[src/rtl/toy_eu_dispatch_fifo.sv]
// Per-execution-unit input queue behind the dispatch crossbar: in-order circular buffer with
// valid/ready drain to the EU, almost-full throttle to issue select, and a sticky overflow flag.
package toy_eu_pkg;
    typedef struct packed {
        logic [7:0]  inst_id;
        logic [3:0]  opcode;
        logic [31:0] operand;
    } eu_pkg;
endpackage

module toy_eu_dispatch_fifo
    import toy_eu_pkg::*;
#(
    parameter int DEPTH     = 4,
    parameter int AF_MARGIN = 1,
    localparam int CNT_W    = $clog2(DEPTH + 1)
) (
    input  logic             clk,
    input  logic             rst_n,
    input  logic             flush,
    input  logic             enq_vld,
    input  eu_pkg            enq_pld,
    output logic             eu_vld,
    output eu_pkg            eu_pld,
    input  logic             eu_rdy,
    output logic             almost_full,
    output logic [CNT_W-1:0] occupancy,
    output logic             overflow_err
);

    localparam int PTR_W = $clog2(DEPTH);

    eu_pkg             mem [DEPTH];
    logic [PTR_W-1:0]  wr_ptr;
    logic [PTR_W-1:0]  rd_ptr;
    logic [CNT_W-1:0]  count;
    logic [CNT_W-1:0]  count_next;
    logic              full;
    logic              enq;
    logic              deq;
    logic              ovf;

    // Handshake: the head transfers when eu_vld && eu_rdy in a non-flush cycle; eu_vld and eu_pld
    // come only from registers, so the head stays put until it transfers or is flushed.
    assign full   = (count == CNT_W'(DEPTH));
    assign deq    = eu_vld && eu_rdy && !flush;
    assign enq    = enq_vld && !flush && (!full || deq);
    assign ovf    = enq_vld && full && !deq && !flush;

    always_comb begin
        count_next = count;
        case ({enq, deq})
            2'b10:   count_next = count + CNT_W'(1);
            2'b01:   count_next = count - CNT_W'(1);
            default: count_next = count;
        endcase
    end

    always_ff @(posedge clk) begin
        if (!rst_n) begin
            wr_ptr       <= '0;
            rd_ptr       <= '0;
            count        <= '0;
            overflow_err <= 1'b0;
        end else if (flush) begin
            // Flush empties the queue but keeps the overflow record for debug.
            wr_ptr <= '0;
            rd_ptr <= '0;
            count  <= '0;
        end else begin
            if (enq) wr_ptr <= wr_ptr + PTR_W'(1);
            if (deq) rd_ptr <= rd_ptr + PTR_W'(1);
            count <= count_next;
            if (ovf) overflow_err <= 1'b1;
        end
    end

    always_ff @(posedge clk) begin
        if (rst_n && enq) mem[wr_ptr] <= enq_pld;
    end

    assign eu_vld      = (count != '0);
    assign eu_pld      = mem[rd_ptr];
    assign occupancy   = count;
    assign almost_full = ((CNT_W'(DEPTH) - count) <= CNT_W'(AF_MARGIN));

endmodule

[config.mk]
export PLATFORM = sky130hd
export DESIGN_NAME = toy_eu_dispatch_fifo
export DESIGN_NICKNAME = d
export VERILOG_FILES = /design/src/rtl/toy_eu_dispatch_fifo.sv
export SDC_FILE = /design/constraint.sdc
export NUM_CORES = 1
export LEC_CHECK = 0
export ABC_AREA = 1
export CORE_ASPECT_RATIO = 0.75
export CORE_UTILIZATION = 30
export DETAILED_ROUTE_END_ITERATION = 8
export SYNTH_ARGS = -nofsm -noshare
export SYNTH_HDL_FRONTEND = slang
export SYNTH_SLANG_ARGS = --single-unit
[constraint.sdc]
create_clock -name clk -period 4 [get_ports clk]
set_input_delay 0.8 -clock clk [delete_from_list [all_inputs] [get_ports clk]]
set_output_delay 0.8 -clock clk [all_outputs]
set_load 0.02 [all_outputs]
==> metrics.md <==
| Metric | Value |
|---|---|
| Post-route ant nets | `0` |
| Initial Util | `0.305` |
| Worst path cell trace | `buf_4 -> o21ai_0 -> o22ai_1 -> clkdlybuf4s50_1` |
| Layout Nets | `between 600 and 700` |
| Final Cycle Share | `0.890` |
| Gate Count Post-Synth | `slightly above 500` |
| Post-route cell area | `9210 um2` |
| Setup TNS | `0 ns` |
| Share of the synthesized area in the top cell type | `0.722` |
| All-Layer GR Usage | `0.137` |
| Int Pwr | `slightly above 0.003 W` |
| Met1 global-route usage | `0.166` |
| H-tree lvl count | `4` |
| Max VDD drop | `250 uV` |
| WP data required | `around 3.2 ns` |
| Sw frac | `0.214` |
| Crit Path Max Fanout | `56` |
| Top post-synthesis cells by area | `edfxtp_1, o21ai_0, nor2_1` |
| Commonest non-fill, non-tap cell in the layout | `edfxtp_1` |
| WP data arrival | `about 2.8 ns` |
| # IOs | `99` |
| Placed Cells | `916` |
| Worst setup SP type | `flop` |
| First-pass GRT wire length | `roughly 25 mm` |
| Clock transition at path regs | `approximately 0.06 ns` |
| Resized cells post-CTS | `0` |
| Tmin final | `around 3.6 ns` |
| Met2 Use GR | `0.238` |
| Via Count | `4425` |
| CP top delay family | `buffers and inverters` |
| Die Y | `around 140 um` |
| Final setup margin | `0.440 ns` |
| CTS tree | `yes` |
| Fillcell total | `approximately 2200` |
| Detailed Route WL | `16.2 mm` |
| Critical-path top delay cell | `clkdlybuf4s50_1` |
| Mapped Nets | `566` |
| Dpl hpwl | `8.89 mm` |
| Cell row count | `between 40 and 50` |
| Post-synth top area cell | `edfxtp_1` |
| Initial antenna violation count | `1` |
| Max Clock Skew | `approximately 0.0084 ns` |
| GRT Residual Overflow | `0` |
| Setup crit end kind | `output port` |
| Via density | `between 4 and 5` |
| Num Clock Sinks | `186` |
| Number of hold buffers added after CTS | `0` |
| Hold Crit Class | `flop to flop` |
| Sequential share of the synthesized area | `0.750` |
| Share of cells above drive strength 1 | `0.146` |
| CP bufs+invs | `2` |
| Die ar. | `~25000 um2` |
| Clock power frac | `0.402` |
| Port buffer count | `between 90 and 100` |
| Sw power | `roughly 0.00085 W` |
| Setup violators final | `0` |
| CTS root buf | `clkbuf_16` |
| Power, Total | `roughly 0.0040 W` |
| Slew headroom | `0.393` |
| Post-CTS Setup Bufs | `0` |
| RSZ-0062 raised after global routing | `no` |
| Initial drt markers | `289` |
| DR DRC count | `0` |
| Critical path type | `flop to output port` |
| CORE AREA | `around 24000 um2` |
| Status | `completed` |
| GR peak layer | `met2` |
| Area after DPL | `roughly 8700 um2` |
| Place WS | `about 0.87 ns` |
| Synthesized area | `between 7000 and 8000 um2` |
| YS warnings | `0` |
| Highest Clock Rate | `roughly 0.28 GHz` |
| GPL Wtd Cong | `0.709` |
| Max Root-Sink Buffers | `2` |
| Synth Area per Inst | `roughly 14 um2` |
| Wire per inst | `17.1 um` |
| Die W | `roughly 180 um` |
| Logic pwr share | `0.054` |
| Final-report hold violation count | `0` |
| Area grow syn2layout | `25.9%` |
| Layout Cells excl Fill | `949` |
| Leak | `between 2 and 3 nW` |
| Max-cap violations | `0` |
| Slowest cell delay on critical path | `0.68 ns` |
| Pwr/cell area | `approximately 430 nW/um2` |
| TritonRoute pass-1 iters | `4` |
| Max Slew Vio Count | `0` |
| FF+latch count, synth | `approximately 190` |
| Worst slew pin tran | `a little over 0.9 ns` |
| M3 GR Usage | `0.0349` |
| Clock buffer count from CTS | `17` |
| Worst-Skew Late Latency | `around 0.43 ns` |
| Largest net degree at the start of global routing | `89` |
| Most frequent cells in the layout | `edfxtp_1, clkdlybuf4s50_1, o21ai_0` |
| Register share of total power | `0.544` |
| Netlist cell types | `28` |
| Number of global-route vias before repair | `~4600` |
-- state kept, by name, indices dropped and copies added, names as in the netlist, named ones only --
register and cells:
wr_ptr 2, rd_ptr 2, mem 176, occupancy 3, overflow_err 1
-- final cells by class --
type,count,area [um2],share of cell area
clock buffers,19,433,0.0470
flip-flops and latches,186,5490,0.596
inverters,22,87.6,0.00951
repair buffers,104,1080,0.117
clock inverters,13,120,0.0130
diodes,1,2.50,0.000272
well taps,331,414,0.0450
multi-input cells,273,1590,0.172
-- kinds of logic (layout without fill, tap and decap cells) --
kind of cell               count (synthesis)  in the layout  share of synthesized area
adders and majority gates                  9              9                     0.0164
other                                      0              1                          0
and+or+nand+nor                          123            123                     0.0744
buffers and inverters                     49            158                     0.0374
AOI/OAI and AO/OA                        141            141                      0.122
DFF                                      186            186                      0.750
-- synthesized netlist by cell type, drive strengths merged --
cell type / count
inv: 22
a21oi: 4
o22ai: 44
buf: 23
o21ai: 90
ha: 8
fa: 1
o21a: 1
nand3: 8
a211oi: 2
dfxtp: 10
nor2: 104
nand4: 1
nand2: 10
clkbuf: 4
edfxtp: 176
-- power groups by stage --
stage | clock [W] | combinational, W | sequential, W
after floorplan | 0 | 0.0000875 | 0.00220
after global placement | 0 | 0.000208 | 0.00220
after detailed placement | 0 | 0.000214 | 0.00220
after CTS | 0.00163 | 0.000215 | 0.00215
after global routing | 0.00171 | 0.000230 | 0.00215
final | 0.00159 | 0.000212 | 0.00215
-- through the flow --
stage | hold slack, ns | util
final | 0.454 | 0.384
after global routing | 0.486 | 0.384
after CTS | 0.459 | 0.384
after detailed placement | 0.451 | 0.361
after global placement | 0.443 | 0.361
after floorplan | 0.460 | -
-- final timing paths --
kind	slack, ns	to	startpoint	depth (start not counted)
worst max-delay path	0.44	eu_pld[6]	flop	4
worst max register to register	1.55	mem[3][41]$_DFFE_PP_	occupancy[0]$_SDFFE_PP0P_	9
worst min-delay path	0.45	overflow_err$_SDFFE_PN0P_	overflow_err$_SDFFE_PN0P_	2
worst min register to register	0.45	overflow_err$_SDFFE_PN0P_	overflow_err$_SDFFE_PN0P_	2
-- routing by layer --
layer,share of wire,wire [um]
met5,0,0
met3,0.043,700
met4,0.010,168
met2,0.50,8090
met1,0.45,7230
-- worst reg2reg max path, cell delays in order, from the launching register on --
cell	delay, ns
dfxtp_1	0.39
inv_1	0.11
ha_1	0.25
ha_1	0.20
inv_2	0.07
nand3_2	0.13
nand2_2	0.12
nand3_1	0.30
nor2_4	0.21
buf_12	0.30
Note: power is estimated with default switching activity, not from simulation.
